## src/rtl/ifetch_queue.sv

```systemverilog
// ifetch_queue: consumer end of the PC register interface.
//
// Issues one-outstanding instruction-memory reads at the current PC, buffers the returned
// instructions in a DEPTH-entry FIFO for decode, and tells the PC register to hold until its
// fetch is accepted. A flush empties the FIFO and discards any response still in flight.
//
// Optional feature macro: FETCH_PERF_EN adds perf_stall_o / perf_drop_o counters.
//
// Ports:
//   clk, rst_n          clock (rising edge), asynchronous active-low reset
//   pc_i, flush_i       current PC and redirect strobe from the PC register side
//   pc_stop_o           1 = PC register must hold its value
//   imem_req_o/addr_o   read request and its address (pc_i)
//   imem_gnt_i          request accepted this cycle
//   imem_rvalid_i/rdata read response
//   id_valid_o/ready_i  decode handshake on the FIFO head
//   id_pc_o/pc4_o/instr head PC, head PC + 4, head instruction (zero while empty)
//   perf_stall_o        (FETCH_PERF_EN) cycles with pc_stop_o=1 outside boot, saturating
//   perf_drop_o         (FETCH_PERF_EN) responses discarded, saturating
module ifetch_queue #(
  parameter int unsigned DEPTH = 4,
  parameter int unsigned AW    = 32,
  parameter int unsigned DW    = 32
) (
  input  logic          clk,
  input  logic          rst_n,
  input  logic [AW-1:0] pc_i,
  input  logic          flush_i,
  output logic          pc_stop_o,
  output logic          imem_req_o,
  output logic [AW-1:0] imem_addr_o,
  input  logic          imem_gnt_i,
  input  logic          imem_rvalid_i,
  input  logic [DW-1:0] imem_rdata_i,
  output logic          id_valid_o,
  input  logic          id_ready_i,
  output logic [AW-1:0] id_pc_o,
  output logic [AW-1:0] id_pc4_o,
  output logic [DW-1:0] id_instr_o
`ifdef FETCH_PERF_EN
  ,
  output logic [31:0]   perf_stall_o,
  output logic [15:0]   perf_drop_o
`endif
);

  localparam int unsigned PtrW = $clog2(DEPTH);
  localparam int unsigned CntW = PtrW + 1;

  typedef enum logic [1:0] {StBoot, StReq, StWait, StDiscard} state_e;

  state_e          state_q, state_d;
  logic [AW-1:0]   pend_pc_q;
  logic [PtrW-1:0] wr_ptr_q, wr_ptr_d;
  logic [PtrW-1:0] rd_ptr_q, rd_ptr_d;
  logic [CntW-1:0] count_q, count_d;
  logic [CntW-1:0] reserved;
  logic [AW-1:0]   fifo_pc_q    [DEPTH];
  logic [DW-1:0]   fifo_instr_q [DEPTH];

  logic req_acc;
  logic push;
  logic pop;

  // State register
  always_ff @(posedge clk or negedge rst_n) begin
    if (!rst_n) begin
      state_q <= StBoot;
    end else begin
      state_q <= state_d;
    end
  end

  // Next-state logic
  always_comb begin
    state_d = state_q;
    unique case (state_q)
      StBoot: state_d = StReq;
      StReq: begin
        // The request is masked during a flush, so a grant in the flush cycle never starts a
        // transaction; an accepted request can therefore never target a stale PC.
        if (req_acc) state_d = StWait;
      end
      StWait: begin
        // A response arriving with the flush is consumed (and dropped) right away; otherwise
        // the response still owed by memory must be swallowed later.
        if (imem_rvalid_i)  state_d = StReq;
        else if (flush_i)   state_d = StDiscard;
      end
      StDiscard: begin
        if (imem_rvalid_i) state_d = StReq;
      end
      default: state_d = StBoot;
    endcase
  end

  // Outputs and datapath strobes
  always_comb begin
    // Slot reservation: an outstanding read already owns one FIFO entry.
    reserved    = count_q + ((state_q == StWait) ? CntW'(1) : CntW'(0));
    imem_req_o  = (state_q == StReq) && (reserved < CntW'(DEPTH)) && !flush_i;
    imem_addr_o = pc_i;
    req_acc     = imem_req_o && imem_gnt_i;
    pc_stop_o   = !req_acc;

    id_valid_o  = (count_q != '0);
    if (id_valid_o) begin
      id_pc_o    = fifo_pc_q[rd_ptr_q];
      id_pc4_o   = fifo_pc_q[rd_ptr_q] + AW'(4);
      id_instr_o = fifo_instr_q[rd_ptr_q];
    end else begin
      id_pc_o    = '0;
      id_pc4_o   = '0;
      id_instr_o = '0;
    end

    push = (state_q == StWait) && imem_rvalid_i && !flush_i;
    pop  = id_valid_o && id_ready_i && !flush_i;
  end

  // FIFO pointer / occupancy next state
  always_comb begin
    wr_ptr_d = wr_ptr_q;
    rd_ptr_d = rd_ptr_q;
    count_d  = count_q;
    if (flush_i) begin
      wr_ptr_d = '0;
      rd_ptr_d = '0;
      count_d  = '0;
    end else begin
      if (push) wr_ptr_d = wr_ptr_q + PtrW'(1);
      if (pop)  rd_ptr_d = rd_ptr_q + PtrW'(1);
      if (push && !pop)      count_d = count_q + CntW'(1);
      else if (pop && !push) count_d = count_q - CntW'(1);
    end
  end

  always_ff @(posedge clk or negedge rst_n) begin
    if (!rst_n) begin
      wr_ptr_q  <= '0;
      rd_ptr_q  <= '0;
      count_q   <= '0;
      pend_pc_q <= '0;
    end else begin
      wr_ptr_q <= wr_ptr_d;
      rd_ptr_q <= rd_ptr_d;
      count_q  <= count_d;
      if (req_acc) pend_pc_q <= pc_i;
    end
  end

  // Storage needs no reset: head outputs are masked while the FIFO is empty.
  always_ff @(posedge clk) begin
    if (push) begin
      fifo_pc_q[wr_ptr_q]    <= pend_pc_q;
      fifo_instr_q[wr_ptr_q] <= imem_rdata_i;
    end
  end

`ifdef FETCH_PERF_EN
  logic        drop_evt;
  logic [31:0] stall_q;
  logic [15:0] drop_q;

  assign drop_evt = imem_rvalid_i &&
                    ((state_q == StDiscard) || ((state_q == StWait) && flush_i));

  always_ff @(posedge clk or negedge rst_n) begin
    if (!rst_n) begin
      stall_q <= '0;
      drop_q  <= '0;
    end else begin
      if (pc_stop_o && (state_q != StBoot) && (stall_q != '1)) stall_q <= stall_q + 32'd1;
      if (drop_evt && (drop_q != '1))                          drop_q  <= drop_q + 16'd1;
    end
  end

  assign perf_stall_o = stall_q;
  assign perf_drop_o  = drop_q;
`endif

endmodule
```

## config.mk

```make
export PLATFORM = sky130hd
export DESIGN_NAME = ifetch_queue
export DESIGN_NICKNAME = d
export VERILOG_FILES = /design/src/rtl/ifetch_queue.sv
export SDC_FILE = /design/constraint.sdc
export NUM_CORES = 1
export LEC_CHECK = 0
export CORE_ASPECT_RATIO = 2
export CORE_MARGIN = 2
export CORE_UTILIZATION = 54
export DETAILED_ROUTE_END_ITERATION = 8
export GPL_TIMING_DRIVEN = 0
export HOLD_SLACK_MARGIN = 0.03
export PLACE_DENSITY = 0.78
export REMOVE_ABC_BUFFERS = 1
export SLEW_MARGIN = 10
export SYNTH_ARGS = -nofsm -noshare
export SYNTH_HDL_FRONTEND = slang
export SYNTH_SLANG_ARGS = --single-unit
export TNS_END_PERCENT = 30
```

## constraint.sdc

```tcl
create_clock -name clk -period 3.95 [get_ports clk]
set_input_delay 0.5925 -clock clk [delete_from_list [all_inputs] [get_ports clk]]
set_output_delay 0.5925 -clock clk [all_outputs]
set_load 0.05 [all_outputs]
```

* Word level (Yosys, flattened, before mapping) *
Memories as Yosys holds them, arrays and structs flattened.
Index checks and enable logic that the tools add are counted.

storage, ports and cells
  flip-flop bits (word level) = 41
  bits in writable memories = 256
  bits of input ports = 70
  output and inout port bits = 131
  word-level logic and storage cells = 57
  memories = 2

cells by class
  add/sub/neg operators = 6
  magnitude comparators = 1
  eq/ne operators = 6
  muxes and demuxes = 18
  reductions and logical operators = 19

memory list
  memory        words  width  read ports  clocked after memory_dff  wr ports  RTL line  RTL
  fifo_instr_q  4      32     1           0                         1         59        logic [DW-1:0] fifo_instr_q [DEPTH];
  fifo_pc_q     4      32     1           0                         1         58        logic [AW-1:0] fifo_pc_q [DEPTH];

operator list
  operator                                                             number
  32-bit two-way mux                                                   3
  32-bit by 3-bit adder with 32-bit output (second input constant)     1
  2-bit two-way mux                                                    8
  1-bit logical AND                                                    9
  3-bit two-way mux                                                    3
  2-bit one-hot mux with 4 select lines                                1
  3-bit nonzero test                                                   2
  2-bit by 1-bit adder with 2-bit output (second input constant)       2
  2-bit == test (second input constant)                                2
  1-bit zero test                                                      4
  2-bit != test (second input constant)                                2
  2-bit nonzero test                                                   2
  3-bit by 1-bit adder with 3-bit output                               1
  3-bit by 1-bit adder with 3-bit output (second input constant)       1
  3-bit < comparator (second input constant)                           1
  1-bit two-way mux                                                    3
  3-bit != test (second input constant)                                1
  3-bit AND reduction                                                  1
  3-bit by 1-bit subtractor with 3-bit output (second input constant)  1
  2-bit by 1-bit == test with 1-bit output (second input constant)     1
  2-bit zero test                                                      1

* Longest topological paths before layout *
  depth in word-level cells = 9
  gate-level depth with buffers = 10
  mapped depth without buffers = 10

* Worst setup path after synthesis *
OpenSTA, ideal clock, no wires.

  kind = register -> output
  from = register rd_ptr_q[0]
  to = output id_pc4_o[18]
  arrival = 2.837 ns
  required time = 3.357 ns
  path slack = 0.520 ns
  cell stages (with the launch flop) = 9
  path buffers = 2
  cell sequence = dfrtp_1 buf_4 buf_12 mux4_2 ha_1 nand3_2 nand2b_1 or4_1 a21oi_1

between the ends
  longest elaborated chain between the ends = 3

ends and longest elaborated chain
  item                                      RTL line  RTL
  start, declared                           55        logic [PtrW-1:0] rd_ptr_q, rd_ptr_d;
  start signal, assigned                    146       rd_ptr_q <= rd_ptr_d;
  memory 4 x 32 bit                         n/a
  32-bit by 3-bit adder with 32-bit output  109       id_pc4_o = fifo_pc_q[rd_ptr_q] + AW'(4);
  32-bit two-way mux                        107       if (id_valid_o) begin
  end, declared                             38        output logic [AW-1:0] id_pc4_o,

No other way between the ends.

* Final worst setup path *
  from = register rd_ptr_q[0]
  to = output id_pc4_o[25]

The elaborated chain is that of the path after synthesis.

==> impl_metrics.csv <==
group,metric,value,unit
cts,root_cell_of_the_clock_tree,"sky130_fd_sc_hd__clkbuf_16",
yosys,ys_async_sr_fraction,13.8,%
timing,rsz0062_at_grt,"yes",
worst_setup_path,crit-reg2reg-launch,"count_q[1]",
worst_setup_path,worstPathBufferInverterCount,3,
layout,area.growth.synth_to_final,25.4,%
place,place.gp.congestion,0.774,
worst_setup_path,crit_path_top_delay_cell,"sky130_fd_sc_hd__dfrtp_4",
yosys,post_synth_most_frequent_cells,"256 x sky130_fd_sc_hd__edfxtp_1, 66 x sky130_fd_sc_hd__and2_1, 63 x sky130_fd_sc_hd__mux4_2, 41 x sky130_fd_sc_hd__dfrtp_1, 38 x sky130_fd_sc_hd__mux2_2",
yosys,synth_ff_type,"sky130_fd_sc_hd__edfxtp_1",
yosys,yosys_register_bits,297,
worst_setup_path,timing.reg2reg.worst_path_depth,11,
worst_setup_path,regToRegEndpoint,"count_q[2]",
timing,finalHoldWorstSlack,518,ps
cts,htree_num_levels,1,
global_route,globalRoute.totalOverflow,0,
pwr,p_sw,0.00455,W
place,dp.final_hpwl,17.6,mm
worst_setup_path,crit_chain,"buf_16 > mux4_2 > nand4_1 > buf_4 > or3_4 > nor3_1 > mux2_2 > clkdlybuf4s15_2",
pwr,power.share.combinational,42.9,%
yosys,synth_seq_area_share,69.7,%
worst_setup_path,timing.critical_path.slowest_cell_delay,560,ps
yosys,synthesized_area_divided_by_synthesized_cell_count,17.8,um^2
die,start_util,55.0,%
place,port-buffer-count,200,
detailed_routing,routed_wire_length_per_instance,22.5,um
global_route,largest_net_degree_at_the_start_of_global_routing,56,
timing,timing.final.crit_share,101,%
timing,hold_violations,0,
worst_setup_path,critical_path_depth,8,
yosys,synth_cell_types,45,
yosys,synthMostInstantiatedCell,"sky130_fd_sc_hd__edfxtp_1",
worst_setup_path,worst_setup_path_startpoint,"rd_ptr_q[0]",
outcome,outcome,"finished, violations left",
pwr,static_leakage,5.30,nW
detailed_routing,drt_drc_violations_left,0,
global_route,number_of_antenna_violations_at_the_first_check_in_global_routing,0,
detailed_routing,drt.antenna.violating_nets,0,
timing,drv_slew,0,
worst_setup_path,cp-endpoint,"id_pc4_o[25]",
worst_setup_path,timing.critical_path.required,3360,ps
cts,cts_made_buffers,25,
detailed_routing,wl,26.7,mm
pwr,relative_contribution_of_the_clock_network_to_total_power,21.7,%
pwr,worst_ir_drop_vdd,514,uV
pwr,power_per_cell_area,733,nW/um^2
worst_setup_path,setup.reg_to_reg.worst_slack,1250,ps
pwr,total_power,0.0115,W
outcome,violated_checks,"setup timing",
layout,layout_cell_share_with_drive_strength_beyond_1,22.2,%
pwr,power.sequential.fraction,35.4,%
timing,fin_skew,9.16,ps
yosys,synth.cell_area,12500,um^2
worst_setup_path,cell_family_contributing_the_most_delay_on_the_critical_path,"multiplexers",
die,core_area,22700,um^2
worst_setup_path,criticalPathCategory,"reg2out",
timing,worst_slew_margin_rel,56.5,%
layout,n_antenna_cell,0,
global_route,vias_in_the_first_global_route,7581,
cts,sink_count_of_the_clock_tree,297,
die,floorplan.die.height,219,um
worst_setup_path,cp.arrival,3380,ps
worst_setup_path,worst_setup_path_start_kind,"flop",
job,maxCapViolations,0,
min_path,worst_hold_path_type,"reg2reg",
timing,period_needed,3980,ps
die,die_width,112,um
worst_setup_path,critical_path.endpoint_type,"primary output",
die,standard_cell_rows,78,
cts,clk_pin_slew_worst_paths,70,ps
detailed_routing,route.detailed.vias_per_inst,5.81,
timing,timing_worst_slew_pin_value,652,ps
pwr,switch_share,39.6,%
worst_setup_path,crit_path_max_fanout,30,
min_path,whs_path_depth,0,
layout,layout.filler_cells,1515,
detailed_routing,drtIter0Drc,407,
place,placement.setup.worst_slack,-621,ps
yosys,yosys-top-cells-area,"sky130_fd_sc_hd__edfxtp_1 61%, sky130_fd_sc_hd__mux4_2 11%, sky130_fd_sc_hd__dfrtp_1 8.2%",
timing,worst_slack,-25.8,ps
global_route,grt_first_pass_wirelength,41.5,mm
timing,max_freq,0.252,GHz
yosys,synthDominantAreaCellType,"sky130_fd_sc_hd__edfxtp_1",
detailed_routing,num_vias,6914,
die,floorplan.io_pins,201,
yosys,postSynthCellCount,701,
yosys,synth.yosys.warnings,0,
global_route,grt_use_total,22.1,%
yosys,number_of_enable_type_register_cells_in_the_synthesized_netlist,256,
cts,clockBufferDepth,3,
die,floorplan.die_area,24500,um^2
detailed_routing,drt-pass1-iter-count,7,
cts,clkLatencyLatePin,530,ps
yosys,yosysTopAreaCellShare,61.5,%
timing,setup-violations-final,2,
layout,finish.net_count,970,
pwr,internal_power,0.00695,W
cts,cts_tree,"done",
registers in the layout, indices dropped and copies added (netlist names):
signal and count:
count_q 3, wr_ptr_q 2, rd_ptr_q 2, fifo_pc_q 128
fifo_instr_q 128, pend_pc_q 32, state_q 2
logic make-up (layout without fill, tap and decap cells):
logic type               count (synthesis)  after routing  synth area share (%)
flip-flops                             297            297                  69.7
AND/OR/NAND/NOR                        172            172                  7.94
XOR/XNOR                                16             16                  1.12
multiplexers                           106            106                  15.3
AO/OA/AOI/OAI                           25             25                  1.28
adder cells (fa/ha/maj)                  9              9                 0.960
buffers and inverters                   76            284                  3.71
worst register-to-register path: stages (launching register included):
cell and delay (ps):
sky130_fd_sc_hd__dfrtp_1 450, sky130_fd_sc_hd__nor3_2 140, sky130_fd_sc_hd__buf_6 160, sky130_fd_sc_hd__inv_2 180
sky130_fd_sc_hd__buf_12 260, sky130_fd_sc_hd__nand2_1 200, sky130_fd_sc_hd__and2_1 200, sky130_fd_sc_hd__fa_1 400
sky130_fd_sc_hd__nand4_1 110, sky130_fd_sc_hd__a21boi_0 240, sky130_fd_sc_hd__xor2_1 170, sky130_fd_sc_hd__nor2_1 60
worst min-delay path by stage:
stage	start	slack, ps	end
after global routing	pend_pc_q[20]	530	fifo_pc_q[0][20]
final	pend_pc_q[27]	520	fifo_pc_q[0][27]
after CTS	pend_pc_q[12]	510	fifo_pc_q[3][12]
after detailed placement	pend_pc_q[3]	500	fifo_pc_q[0][3]
after floorplan	rst_n	300	count_q[0]
after global placement	pend_pc_q[27]	480	fifo_pc_q[1][27]
per-layer routing:
layer  GRT usage [%]  vias to the layer above  wire [um]
met5               0                        -          0
met4            8.44                        0        807
met3            2.76                       54       1230
met2            42.0                      245      15200
met1            25.0                     3533       9480
li1                -                     3082          -
final cells by class:
cell class	instances	area [um^2]	area share (%)
multi-input combinational	328	3430	21.8
clock inverter	14	164	1.04
clock buffer	31	668	4.26
sequential	297	8720	55.6
inverter	13	48.8	0.311
timing repair buffer	226	2310	14.7
tap	280	350	2.23
placed cells by master, fill, tap and decap left out, drive strengths merged, types with 2 or more instances in the layout:
master | Yosys | layout
nand2 | 14 | 14
bufinv | 0 | 3
or3 | 3 | 3
and2 | 66 | 66
edfxtp | 256 | 256
dlygate4sd2 | 0 | 12
nand2b | 2 | 2
clkdlybuf4s50 | 0 | 174
xor2 | 10 | 10
mux4 | 64 | 64
mux2 | 42 | 42
nor4 | 8 | 8
o31ai | 4 | 4
clkinv | 0 | 6
clkinvlp | 0 | 5
nand3 | 12 | 12
nor3 | 12 | 12
inv | 13 | 13
o21ai | 5 | 5
and4 | 6 | 6
clkbuf | 15 | 34
nor2 | 37 | 37
dfrtp | 41 | 41
ha | 8 | 8
a21oi | 9 | 9
nand4 | 9 | 9
buf | 48 | 34
xnor2 | 6 | 6
or4 | 2 | 2
what timing repair did:
action | 4_1_cts | 5_1_grt
setup endpoints to repair | 34 | 15
hold endpoints to repair | 9 | 0
pin swaps | 1 | 2
hold buffers | 1 | 0
gates resized for setup | 60 | 15
setup buffers | 13 | 0
stage by stage:
| step | utilization [%] | cell area (um^2) | setup TNS (ps) | cells |
|---|---|---|---|---|
| 2_1_floorplan | - | 12100 | -91710 | 638 |
| 3_3_place_gp | 63.5 | 14400 | -571810 | 1118 |
| 3_5_place_dp | 64.7 | 14700 | -7800 | 1130 |
| 4_1_cts | 69.0 | 15700 | -150 | 1189 |
| 5_1_grt | 69.0 | 15700 | -490 | 1189 |
| 6_report | 69.0 | 15700 | -50.1 | 1189 |
power by group through the flow:
stage | Clock, W | Combinational (W) | Sequential (W)
2_1_floorplan | 0 | 0.00316 | 0.00413
3_3_place_gp | 0 | 0.00490 | 0.00429
5_1_grt | 0.00265 | 0.00516 | 0.00412
4_1_cts | 0.00253 | 0.00499 | 0.00407
3_5_place_dp | 0 | 0.00493 | 0.00420
6_report | 0.00249 | 0.00493 | 0.00407
Power figures use the tool's default switching activity.
